**config.mk**
```make
export PLATFORM = sky130hd
export DESIGN_NAME = simon_gen2
export DESIGN_NICKNAME = d
export VERILOG_FILES = /design/src/rtl/simon_gen2.sv
export SDC_FILE = /design/constraint.sdc
export NUM_CORES = 1
export LEC_CHECK = 0
export CORE_UTILIZATION = 50
export CTS_CLUSTER_DIAMETER = 60
export CTS_CLUSTER_SIZE = 16
export DETAILED_ROUTE_END_ITERATION = 10
export PLACE_DENSITY = 0.65
export RECOVER_POWER = 25
export SLEW_MARGIN = 20
export SYNTH_ARGS = -nofsm -noshare
export SYNTH_HDL_FRONTEND = slang
export SYNTH_SLANG_ARGS = --single-unit
```
**constraint.sdc**
```tcl
create_clock -name pclk -period 3.04 [get_ports pclk]
set_input_delay 0.608 -clock pclk [delete_from_list [all_inputs] [get_ports pclk]]
set_output_delay 0.608 -clock pclk [all_outputs]
set_load 0.05 [all_outputs]
```
**src/rtl/simon_gen2.sv**
```systemverilog
// rtl/simon_gen2.sv - Simon-style memory game: enter, play back and repeat a growing pattern sequence.
module simon_gen2 #(
  parameter int WIDTH = 4,
  parameter int DEPTH = 64,
  localparam int ADDR_W = $clog2(DEPTH),
  localparam int SCORE_W = $clog2(DEPTH + 1)
) (
  input  logic               pclk,
  input  logic               rst,
  input  logic               level,
  input  logic [WIDTH-1:0]   pattern,
  output logic [WIDTH-1:0]   pattern_leds,
  output logic [2:0]         mode_leds,
  output logic [SCORE_W-1:0] score
);

  // Encodings double as the mode LED values.
  typedef enum logic [2:0] {
    S_INPUT    = 3'b001,
    S_PLAYBACK = 3'b010,
    S_REPEAT   = 3'b100,
    S_DONE     = 3'b111,
    S_WIN      = 3'b011
  } mode_t;

  mode_t              state_q, state_d;
  logic [SCORE_W-1:0] len_q, len_d;
  logic [ADDR_W-1:0]  idx_q, idx_d;
  logic [SCORE_W-1:0] score_q, score_d;
  logic               level_q;
  logic [WIDTH-1:0]   mem [DEPTH];

  logic [WIDTH-1:0]   cur;
  logic               onehot;
  logic               valid;
  logic               last;
  logic               wr_en;

  assign cur    = mem[idx_q];
  assign onehot = (|pattern) && ((pattern & (pattern - WIDTH'(1))) == '0);
  assign valid  = level_q ? (|pattern) : onehot;
  assign last   = (SCORE_W'(idx_q) == (len_q - SCORE_W'(1)));
  assign wr_en  = (state_q == S_INPUT) && valid;

  always_comb begin
    state_d = state_q;
    len_d   = len_q;
    idx_d   = idx_q;
    score_d = score_q;
    case (state_q)
      S_INPUT: begin
        if (valid) begin
          len_d   = len_q + SCORE_W'(1);
          idx_d   = '0;
          state_d = S_PLAYBACK;
        end
      end
      S_PLAYBACK: begin
        if (last) begin
          idx_d   = '0;
          state_d = S_REPEAT;
        end else begin
          idx_d = idx_q + ADDR_W'(1);
        end
      end
      S_REPEAT: begin
        if (pattern == cur) begin
          if (last) begin
            score_d = score_q + SCORE_W'(1);
            idx_d   = '0;
            state_d = (len_q == SCORE_W'(DEPTH)) ? S_WIN : S_INPUT;
          end else begin
            idx_d = idx_q + ADDR_W'(1);
          end
        end else begin
          idx_d   = '0;
          state_d = S_DONE;
        end
      end
      S_DONE, S_WIN: begin
        idx_d = last ? '0 : idx_q + ADDR_W'(1);
      end
      default: state_d = S_INPUT;
    endcase
  end

  always_ff @(posedge pclk or posedge rst) begin
    if (rst) begin
      state_q <= S_INPUT;
      len_q   <= '0;
      idx_q   <= '0;
      score_q <= '0;
    end else begin
      state_q <= state_d;
      len_q   <= len_d;
      idx_q   <= idx_d;
      score_q <= score_d;
    end
  end

  // Difficulty is captured only while reset is held, so mid-game changes are ignored.
  always_ff @(posedge pclk) begin
    if (rst) level_q <= level;
  end

  // Sequence memory is deliberately not reset; entries are rewritten before being shown.
  always_ff @(posedge pclk) begin
    if (wr_en) mem[len_q[ADDR_W-1:0]] <= pattern;
  end

  assign mode_leds    = state_q;
  assign score        = score_q;
  assign pattern_leds = (state_q == S_INPUT || state_q == S_REPEAT) ? pattern : cur;

endmodule

```
Word level (Yosys, flattened, before mapping). Memory sizes are Yosys's and may differ from the RTL's. Index checks and enable logic that the tools add are counted.

$add $sub $neg: 5. Equal/unequal tests: 11. Muxes and demuxes: 14. Bitwise logic cells: 2. Reductions and logical operators: 12.

Operator list (number): 6-bit two-way mux (3); 6-bit one-hot mux with 3 select lines (1); 7-bit by 1-bit adder with 7-bit output (second input constant) (2); 3-bit two-way mux (4); 3-bit one-hot mux with 4 select lines (1); 6-bit by 7-bit == test with 1-bit output (1); 7-bit == test (second input constant) (1); 7-bit by 1-bit subtractor with 7-bit output (second input constant) (1); 6-bit by 1-bit adder with 6-bit output (second input constant) (1); 3-bit by 2-bit == test with 1-bit output (second input constant) (2); 3-bit == test (second input constant) (2); 4-bit bitwise AND (1); 4-bit == test (1); 4-bit zero test (1); 4-bit two-way mux (1); 2-bit inequality test (second input constant) (2); 2-bit AND reduction (2); 4-bit AND reduction (1); 4-bit OR reduction (1); 4-bit by 1-bit subtractor with 4-bit output (second input constant) (1); 3-bit by 1-bit == test with 1-bit output (second input constant) (1); 1-bit two-way mux (3); 3-bit inequality test (second input constant) (1); 3-bit AND reduction (1); other kinds (7) (8).

Flip-flop bits (word level): 24. Memory bits (writable): 256. Input bits: 7. Output and inout port bits: 14. Logic and storage cells: 50. Memories: 1.

Memory list: mem (depth 64, width 4, rd ports 1, clocked after memory_dff 0, write ports 1, RTL line 31) `logic [WIDTH-1:0] mem [DEPTH];`.

Logic depth before layout (Yosys ltp). Gate-level depths: netlist of the first run.

Depth after elaboration: 8. Mapped depth: 14. Gate-level depth less buffers: 11.

Worst setup path before layout of the first run. Ideal clock, no wire load.

Path type: reg-to-output. From: reg idx_q[0]. To: out pattern_leds[1]. Arrival time: 2827 ps. Data required time: 2432 ps. Slack: -395 ps. Stages on the path, launching flop included: 10. Buffers on the path: 3. Path through: dfrtp_1 > buf_4 > buf_4 > buf_4 > mux2i_1 > a221oi_1 > o21ai_0 > a22oi_1 > nand2_1 > o21ai_0.

Word-level cells in the longest chain between the ends: 2.

RTL lines: start: declaration (RTL line 28) `logic [ADDR_W-1:0] idx_q, idx_d;`; start signal: assignment (RTL line 96) `idx_q <= idx_d;`; memory read 64 x 4 bit; 4-bit two-way mux (RTL line 113) `assign pattern_leds = (state_q == S_INPUT || state_q == S_REPEAT) ? pattern : cur;`; end: declaration (RTL line 12) `output logic [WIDTH-1:0] pattern_leds,`.

No other way between the ends.

Worst setup path after layout of the first run.
From: reg idx_q[0]. To: out pattern_leds[3].

The elaborated chain is that of the path after synthesis.

==> results of run 1 <==
[cells in the mapped netlist (all sizes together), types with 3 or more instances]
cell type / n
and3: 3
ha: 5
o2111ai: 3
nand2: 28
a21oi: 11
nand3b: 7
a221oi: 7
xnor2: 25
nor3: 12
mux4: 43
nor2b: 4
a22oi: 18
buf: 23
dfrtp: 22
nand2b: 6
mux2i: 52
and2: 4
nor2: 88
o211ai: 3
or3: 3
o21ai: 15
nand3: 18
xor2: 5
nor3b: 3
nor4: 5
edfxtp: 257
clkbuf: 16
nand4: 4
inv: 9
a31oi: 4
[layer usage]
layer	global-route usage (%)	up-vias	wire, microns
met5	0	-	0
met4	9.197	0	1167
met3	3.593	67	2104
met2	40.89	318	14370
met1	33.06	3518	11410
li1	-	3009	-
[flip-flops by register name, indices dropped and copies added, names as in the netlist]
register / flops
mem: 256
len_q: 7
level_q: 1
idx_q: 6
score: 7
mode_leds: 3
[through the flow]
step / area (sq um) / setup WS (ps)
after floorplan: 11780 / -15.36
after global placement: 12730 / -299.9
after detailed placement: 12730 / -304.2
after CTS: 13730 / -565.0
after global routing: 13930 / -632.4
final: 13930 / -536.5
[placed cells by master (no fill, tap or decap), types with 3 or more instances in the layout]
master,count
ha_1,5
clkdlybuf4s50_1,10
a22oi_2,4
o21ai_1,4
a21oi_2,4
dfrtp_1,19
nor3_2,7
nand3b_1,7
buf_6,10
a22oi_1,14
edfxtp_1,257
nor2_1,86
nor3b_1,3
buf_12,5
xor2_1,5
clkbuf_1,22
nand4_1,4
buf_8,3
buf_4,69
nand3_2,4
nand3_1,13
and3_1,3
inv_1,9
a21oi_1,5
a221oi_1,3
mux4_2,43
mux2i_1,51
nor3_1,5
a221oi_2,4
xnor2_1,22
o211ai_1,3
nand2b_1,4
clkbuf_16,24
nand2_1,27
a31oi_1,4
nor2b_1,4
o21ai_0,8
[cells by family (layout without fill, tap and decap cells)]
logic type / after synthesis / count (layout)
flip-flops: 280 / 280
AND/OR/NAND/NOR: 192 / 192
multiplexers: 97 / 97
AO/OA/AOI/OAI: 71 / 71
buffers and inverters: 49 / 162
XOR/XNOR: 30 / 30
adder cells (fa/ha/maj): 5 / 5
[power breakdown]
| group | total [mW] | switching, mW | internal, mW |
|---|---|---|---|
| Sequential | 4.20 | 0.000488 | 4.20 |
| Clock | 2.84 | 1.35 | 1.49 |
| Combinational | 0.0939 | 0.0773 | 0.0166 |
| Total | 7.14 | 1.43 | 5.71 |
[final cells by class]
cell class                      instances  area share (%)
Clock buffer                           36           4.634
Sequential cell                       280           59.58
Inverter                               10          0.2694
Timing Repair Buffer                  110           6.897
Multi-Input combinational cell        395           25.42
Clock inverter                          6          0.3862
Tap cell                              313           2.811
[critical path: stages, from the launching register on]
cell	delay, ps
dfrtp_4	530
buf_12	150
mux4_2	520
mux4_2	490
mux2i_1	150
nor2_1	80
nor3_2	180
mux2i_2	150
buf_6	180
[timing repair]
| item | in CTS | in global routing |
|---|---|---|
| cloned | 1 | 0 |
| setup endpoints to repair | 20 | 20 |
| buffers inserted | 15 | 7 |
| gates resized for setup | 36 | 39 |
| pin swaps | 14 | 27 |
[path summary, 6_finish.rpt]
path | end | slack (ps) | depth (start not counted)
worst min-delay path | score[5]$_DFFE_PP0P_ | 510 | 1
min in group asynchronous | score[6]$_DFFE_PP0P_ | 970 | 3
worst max-delay path | pattern_leds[3] | -540 | 8
worst min register to register | score[5]$_DFFE_PP0P_ | 510 | 1
worst max register to register | score[2]$_DFFE_PP0P_ | -380 | 13
max in group asynchronous | idx_q[0]$_DFFE_PP0P_ | 1130 | 3
==> flow_metrics.env, run 1 <==
export IMPL_status="finished with violations"
export IMPL_violations="max-capacitance violations, max-slew violations, negative setup slack"
export IMPL_clock_skew_ps=22.53
export IMPL_whs_ps=508.5
export IMPL_layout_setup_ws_ps=-536.5
export IMPL_drt_iter0_markers=711
export IMPL_synth_top_area_cell="edfxtp_1"
export IMPL_hold_viol=0
export IMPL_grt_start_max_net_pins=61
export IMPL_synth_cells=724
export IMPL_firstDrtPassIters=5
export IMPL_synth_async_sr_flop_share_pct=8.214
export IMPL_multi_input_area_sq_um=3542
export IMPL_start_kind="register"
export IMPL_area_growth_pct=18.36
export IMPL_place_congestion=0.8585
export IMPL_via_count=6912
export IMPL_relSlewSlack_pct=-20.04
export IMPL_cts_made_buffers=23
export IMPL_min_from="score[5]$_DFFE_PP0P_"
export IMPL_crit_start="idx_q[0]$_DFFE_PP0P_"
export IMPL_fin_crit_ps=3577
export IMPL_yosys_top_cells_area="edfxtp_1 66%, mux4_2 8.2%, dfrtp_1 4.7%"
export IMPL_synthFlopType="edfxtp_1"
export IMPL_fmax_mhz=279.6
export IMPL_worstSkewPairLatency_ps=530
export IMPL_hp_class="register to register"
export IMPL_first_global_vias=6955
export IMPL_grt_setup_unrepaired="true"
export IMPL_synth_cell_type_count=54
export IMPL_ff_latch_area_sq_um=8300
export IMPL_track_usage_pct=24.59
export IMPL_netlist_area_sq_um=11770
export IMPL_fin_crit_sh_pct=117.6
export IMPL_total_power_mw=7.141
export IMPL_yosysWarningCount=0
export IMPL_synth_compound_area_share_pct=4.156
export IMPL_synth_edf_count=257
export IMPL_cap_violations=1
export IMPL_grt_overflow=0
export IMPL_synth_top_family_by_area="multiplexers"
export IMPL_viasPerCell=6.010
export IMPL_io_pins=21
export IMPL_clk_pin_slew_ps=70
export IMPL_cp_required_ps=2430
export IMPL_dieArea_sq_um=24160
export IMPL_synthAdderAreaFrac_pct=0.5315
export IMPL_cts_hold_buf=0
export IMPL_core_area_sq_um=22850
export IMPL_postLayoutCoreUtil_pct=60.98
export IMPL_diodes=0
export IMPL_htreeDepth=1
export IMPL_nNetsFinal=832
export IMPL_grt_pass1_wl_mm=42.59
export IMPL_synth_seq_cells=280
export IMPL_crit_type="register to primary output"
export IMPL_synth_simple_gate_area_share_pct=7.770
export IMPL_layout_drive_gt1_share_pct=26.16
export IMPL_power_leakage_nw=4.923
export IMPL_synth_top_area_share_pct=65.56
export IMPL_synth_area_mux_share_pct=12.84
export IMPL_ant_nets=0
export IMPL_place_hpwl_mm=19.25
export IMPL_critPathMaxFanout=7
export IMPL_wirelength_mm=29.05
export IMPL_ir_drop_v=0.0004450
export IMPL_syn_nets=736
export IMPL_seq_area_frac_synth_pct=70.46
export IMPL_place_inst=1087
export IMPL_nFillCells=1733
export IMPL_final_cells=1150
export IMPL_worstMarginPinSlew_ps=1801
export IMPL_portBuffers=20
export IMPL_drc=0
export IMPL_cts_root_buffer="clkbuf_16"
export IMPL_initial_utilization_pct=51.52
export IMPL_end_kind="primary output"
export IMPL_cts_tree="done"
export IMPL_setup_viol=276
export IMPL_r2r_start="idx_q[0]$_DFFE_PP0P_"
export IMPL_clkSinkCount=280
export IMPL_synthXorXnorAreaFrac_pct=2.232
export IMPL_routedWlPerCell_microns=25.26
export IMPL_slew_viol_final=43
export IMPL_die_w_microns=155.4
export IMPL_rows=55
export IMPL_cp_arrival_ps=2970
export IMPL_cellPowerDensity_nw_per_um2=512.5
export IMPL_antenna_found_initial=0
export IMPL_syn_avg_cell_area_sq_um=16.26
export IMPL_finalSetupTns_ps=-42100
export IMPL_die_h_microns=155.4
export IMPL_cts_buffer_depth=3
(Power assumes the default switching activity.)
==> inputs of run 2 (changes only) <==
- PLACE_DENSITY: 0.65 -> 0.68
- clock period: 3.04 -> 2.89 ns (I/O delays scaled with it)
==> run 2 against run 1 <==
The flow still finishes with violations (max-capacitance violations, max-slew violations, negative setup slack). Cell count increased by 0.78%. Sequential share of layout area decreased by 0.26 points. Clock skew decreased by 2.0 ps. Global-route usage decreased by 0.94 points. Sequential cell count unchanged. Combinational power increased by 4.8%. Largest power group unchanged.
==> flow_metrics.env, run 2 (synthesized netlist as in run 1, its figures left out) <==
export IMPL_cap_violations=1
export IMPL_hold_end="score[6]$_DFFE_PP0P_"
export IMPL_via_count=6892
export IMPL_core_area_sq_um=22850
export IMPL_crit_type="register to primary output"
export IMPL_fin_crit_ps=3626
export IMPL_layout_setup_ws_ps=-736.3
export IMPL_fin_crit_sh_pct=125.5
export IMPL_drt_iter0_markers=713
export IMPL_ir_drop_v=0.0007680
export IMPL_die_w_microns=155.4
export IMPL_final_cell_area_sq_um=13990
export IMPL_clkSinkCount=280
export IMPL_final_common_cell="edfxtp_1"
export IMPL_firstDrtPassIters=6
export IMPL_grt_overflow=0
export IMPL_hp_class="register to register"
export IMPL_cp_required_ps=2310
export IMPL_layout_drive_gt1_share_pct=26.36
export IMPL_initial_utilization_pct=51.52
export IMPL_grt_setup_unrepaired="true"
export IMPL_area_growth_pct=18.87
export IMPL_die_h_microns=155.4
export IMPL_fmax_mhz=275.8
export IMPL_layout_common_cells="257 x edfxtp_1, 87 x nor2_1, 83 x buf_4"
export IMPL_critPathMaxFanout=8
export IMPL_cellPowerDensity_nw_per_um2=546.3
export IMPL_cts_root_buffer="clkbuf_16"
export IMPL_wirelength_mm=27.67
export IMPL_end_kind="primary output"
export IMPL_relSlewSlack_pct=-30.95
export IMPL_power_leakage_nw=4.987
export IMPL_io_pins=21
export IMPL_worstMarginPinSlew_ps=1964
export IMPL_ant_nets=0
export IMPL_placed_cell_area_sq_um=12810
export IMPL_crit_family="multiplexers"
export IMPL_clock_skew_ps=20.48
export IMPL_dieArea_sq_um=24160
export IMPL_grt_start_max_net_pins=59
export IMPL_hold_viol=0
export IMPL_htreeDepth=1
export IMPL_start_kind="register"
export IMPL_viasPerCell=5.947
export IMPL_reg2reg_depth=14
export IMPL_critPathSlowestCell="mux4_2"
export IMPL_worstSkewPairLatency_ps=530
export IMPL_rr_endpoint="score[1]$_DFFE_PP0P_"
export IMPL_total_power_mw=7.643
export IMPL_r2r_slack_ps=-570
export IMPL_antenna_found_initial=0
export IMPL_routedWlPerCell_microns=23.87
export IMPL_slowest_delay_ps=530
export IMPL_drc=0
export IMPL_clk_pin_slew_ps=70
export IMPL_violations="max-capacitance violations, max-slew violations, negative setup slack"
export IMPL_first_global_vias=6981
export IMPL_nNetsFinal=842
export IMPL_track_usage_pct=23.64
export IMPL_status="finished with violations"
export IMPL_slew_viol_final=45
export IMPL_place_congestion=0.8836
export IMPL_whs_ps=485.7
export IMPL_crit_chain="buf_12 -> mux4_2 -> mux4_2 -> mux2i_2 -> nor2_2 -> nor3_2 -> buf_4 -> mux2i_2 -> buf_6"
export IMPL_path_buf_inv=3
export IMPL_post_place_ws_ps=-381.3
export IMPL_setup_viol=20
export IMPL_min_from="score[6]$_DFFE_PP0P_"
export IMPL_cts_buffer_depth=3
export IMPL_cts_hold_buf=0
export IMPL_cts_tree="done"
export IMPL_portBuffers=20
export IMPL_grt_pass1_wl_mm=42.44
export IMPL_rows=55
export IMPL_diodes=0
export IMPL_cp_arrival_ps=3050
export IMPL_cts_made_buffers=23
export IMPL_largest_reg_flops=256
export IMPL_r2r_start="idx_q[0]$_DFFE_PP0P_"
export IMPL_place_hpwl_mm=18.38
export IMPL_hold_depth=1
## run 2: cell count changes in the layout (fill, tap and decap cells not counted), sizes merged
cell    before  now
buf         88   99
clkbuf      46   42
bufinv       0    2
clkinv       3    4
inv         13   12
## run 2: worst max path at each step
stage                    startpoint                   end  cells after the start
5_1_grt        idx_q[0]$_DFFE_PP0P_       pattern_leds[0]                     10
4_1_cts        idx_q[0]$_DFFE_PP0P_       pattern_leds[3]                      9
3_5_place_dp   idx_q[0]$_DFFE_PP0P_  score[1]$_DFFE_PP0P_                     11
6_report       idx_q[0]$_DFFE_PP0P_       pattern_leds[3]                      9
3_3_place_gp   idx_q[0]$_DFFE_PP0P_  score[1]$_DFFE_PP0P_                     11
2_1_floorplan  idx_q[0]$_DFFE_PP0P_       pattern_leds[0]                      7
## run 2: repair_timing
| action | in CTS | in global routing |
|---|---|---|
| gates resized for setup | 32 | 34 |
| endpoints found under the setup margin | 20 | 20 |
| cloned | 1 | 0 |
| setup buffers | 10 | 11 |
| pin swaps | 11 | 21 |
## run 2: cell type report
cell class	instances	area, sq um
inverters	10	37.54
multi-input cells	395	3478
well taps	313	391.6
flip-flops and latches	280	8299
repair buffers	120	1047
fillers	1686	8855
clock buffers	33	633.1
clock inverters	8	105.1
## run 2: per-stage QoR
stage | util, % | setup TNS, ps | std cells
floorplan | - | -270.3 | 724
global placement | 56.09 | -4870 | 1102
detailed placement | 56.09 | -5216 | 1102
CTS | 60.36 | -10880 | 1153
global route | 61.24 | -11510 | 1159
finish | 61.24 | -9625 | 1159
## run 2: routing by layer
layer / vias up / wire length (microns) / GRT usage [%]
met5: - / 0 / 0
met4: 0 / 855 / 7.143
met3: 62 / 1947 / 3.259
met2: 309 / 13650 / 38.46
met1: 3498 / 11210 / 33.44
li1: 3023 / - / -
## run 2: where the power goes
part           internal, mW  switching (mW)  total (mW)
Clock                  1.72            1.40        3.12
Combinational        0.0172          0.0812      0.0984
Sequential             4.42         0.00168        4.42
==> inputs of run 3 (changes only) <==
- PLACE_DENSITY: 0.68 -> 0.65
- clock period: 2.89 -> 3.49 ns (I/O delays scaled with it)
==> run 3 against run 2 <==
Critical endpoint unchanged. Final area down 0.72%. Register-to-register slack better by 420 ps. Largest power group unchanged. The flow finishes with violations (negative setup slack). Wire length up 5.6%.
==> flow_metrics.env, run 3 (synthesized netlist as in run 1, its figures left out) <==
export IMPL_core_area_sq_um=22850
export IMPL_cts_made_buffers=24
export IMPL_worstMarginPinSlew_ps=971.6
export IMPL_layout_common_cells="257 x edfxtp_1, 86 x nor2_1, 60 x buf_4"
export IMPL_firstDrtPassIters=5
export IMPL_hp_class="register to register"
export IMPL_viasPerCell=6.055
export IMPL_cellPowerDensity_nw_per_um2=450.4
export IMPL_cap_violations=0
export IMPL_place_hpwl_mm=18.73
export IMPL_ant_nets=0
export IMPL_grt_overflow=0
export IMPL_nNetsFinal=821
export IMPL_swShare_pct=20.16
export IMPL_place_congestion=0.8831
export IMPL_start_kind="register"
export IMPL_worstSkewPairLatency_ps=520
export IMPL_wirelength_mm=29.23
export IMPL_cp_required_ps=2790
export IMPL_hold_viol=0
export IMPL_first_global_vias=6892
export IMPL_p_int_mw=4.996
export IMPL_routedWlPerCell_microns=25.73
export IMPL_crit_type="register to primary output"
export IMPL_critPathMaxFanout=6
export IMPL_relSlewSlack_pct=35.23
export IMPL_cts_buffer_depth=3
export IMPL_power_leakage_nw=4.865
export IMPL_fin_crit_ps=3779
export IMPL_cts_tree="done"
export IMPL_clkSinkCount=280
export IMPL_layout_setup_ws_ps=-288.5
export IMPL_grt_start_max_net_pins=65
export IMPL_status="finished with violations"
export IMPL_whs_ps=467.7
export IMPL_dieArea_sq_um=24160
export IMPL_clock_skew_ps=8.955
export IMPL_grt_pass1_wl_mm=42.92
export IMPL_p_sw_mw=1.261
export IMPL_sequentialPowerShare_pct=58.5
export IMPL_die_w_microns=155.4
export IMPL_htreeDepth=1
export IMPL_largest_reg_flops=256
export IMPL_fmax_mhz=264.7
export IMPL_final_common_cell="edfxtp_1"
export IMPL_rows=55
export IMPL_via_count=6879
export IMPL_ir_drop_v=0.0004006
export IMPL_area_growth_pct=18.01
export IMPL_end_kind="primary output"
export IMPL_slew_viol_final=0
export IMPL_die_h_microns=155.4
export IMPL_layout_drive_gt1_share_pct=25.52
export IMPL_combPwrFrac_pct=1.3
export IMPL_violations="negative setup slack"
export IMPL_initial_utilization_pct=51.52
export IMPL_track_usage_pct=24.54
export IMPL_pwr_share_clk_pct=40.2
export IMPL_portBuffers=20
export IMPL_cp_arrival_ps=3080
export IMPL_cts_hold_buf=0
export IMPL_io_pins=21
export IMPL_antenna_found_initial=0
export IMPL_diodes=0
export IMPL_setup_viol=14
export IMPL_total_power_mw=6.257
export IMPL_drc=0
export IMPL_grt_setup_unrepaired="true"
export IMPL_drt_iter0_markers=732
export IMPL_clk_pin_slew_ps=70
export IMPL_fin_crit_sh_pct=108.3
export IMPL_cts_root_buffer="clkbuf_16"
export IMPL_postLayoutCoreUtil_pct=60.80
==> run 3: cell count changes in the layout (fill, tap and decap cells not counted), sizes merged <==
cell | before | now
clkbuf | 42 | 38
bufinv | 2 | 0
inv | 12 | 13
clkinvlp | 0 | 3
bufbuf | 0 | 1
buf | 99 | 77
==> run 3: area by class of cell <==
type	instances	area (sq um)
Inverter	10	37.54
Clock inverter	10	72.57
Sequential cell	280	8302
Fill cell	1689	8956
Multi-Input combinational cell	395	3480
Clock buffer	30	644.4
Tap cell	313	391.6
Timing Repair Buffer	98	963.4
==> run 3: power groups by stage <==
stage / sequential, mW / clock, mW / combinational, mW
floorplan: 3.73 / 0 / 0.0114
global placement: 3.73 / 0 / 0.0764
detailed placement: 3.73 / 0 / 0.0798
CTS: 3.66 / 2.55 / 0.0797
global route: 3.66 / 2.66 / 0.0850
finish: 3.66 / 2.52 / 0.0787
==> run 3: per-layer routing <==
layer	share of wire [%]	vias to the layer above	global-route usage, %	wire (microns)
li1	-	2998	-	-
met1	41	3514	33.48	11860
met2	49	297	40.21	14250
met3	7.3	70	3.844	2144
met4	3.3	0	8.824	969
met5	0	-	0	0
==> run 3: repair_timing <==
action	CTS	global route
pin swaps	12	19
resized for setup	32	40
buffers inserted	10	14
cloned	2	1
setup endpoints to repair	5	12
==> run 3: final timing paths <==
check | start | end | slack [ps] | cells past startpoint
min in group asynchronous | rst | mode_leds[1]$_DFFE_PP0P_ | 870 | 2
worst max-delay path | idx_q[0]$_DFFE_PP0P_ | pattern_leds[3] | -290 | 8
worst max register to register | idx_q[0]$_DFFE_PP0P_ | score[1]$_DFFE_PP0P_ | -150 | 16
max in group asynchronous | rst | idx_q[0]$_DFFE_PP0P_ | 1930 | 2
worst min-delay path | score[6]$_DFFE_PP0P_ | score[6]$_DFFE_PP0P_ | 470 | 1
worst min register to register | score[6]$_DFFE_PP0P_ | score[6]$_DFFE_PP0P_ | 470 | 1
==> run 3: critical path, cell delays in order, from the launching register on <==
cell,delay [ps]
dfrtp_4,530
buf_12,160
mux4_2,530
mux4_2,510
mux2i_1,160
nor2_1,80
nor3_2,250
mux2i_2,150
buf_6,180
==> run 3: through the flow <==
step / cells / setup TNS (ps) / setup WS, ps / cell area [sq um]
floorplan: 724 / 0 / 296.7 / 11770
CTS: 1122 / -575.8 / -269.3 / 13590
global placement: 1070 / 0 / 33.00 / 12590
finish: 1136 / -1460 / -288.5 / 13890
global route: 1136 / -2390 / -403.5 / 13890
detailed placement: 1070 / 0 / 47.36 / 12590
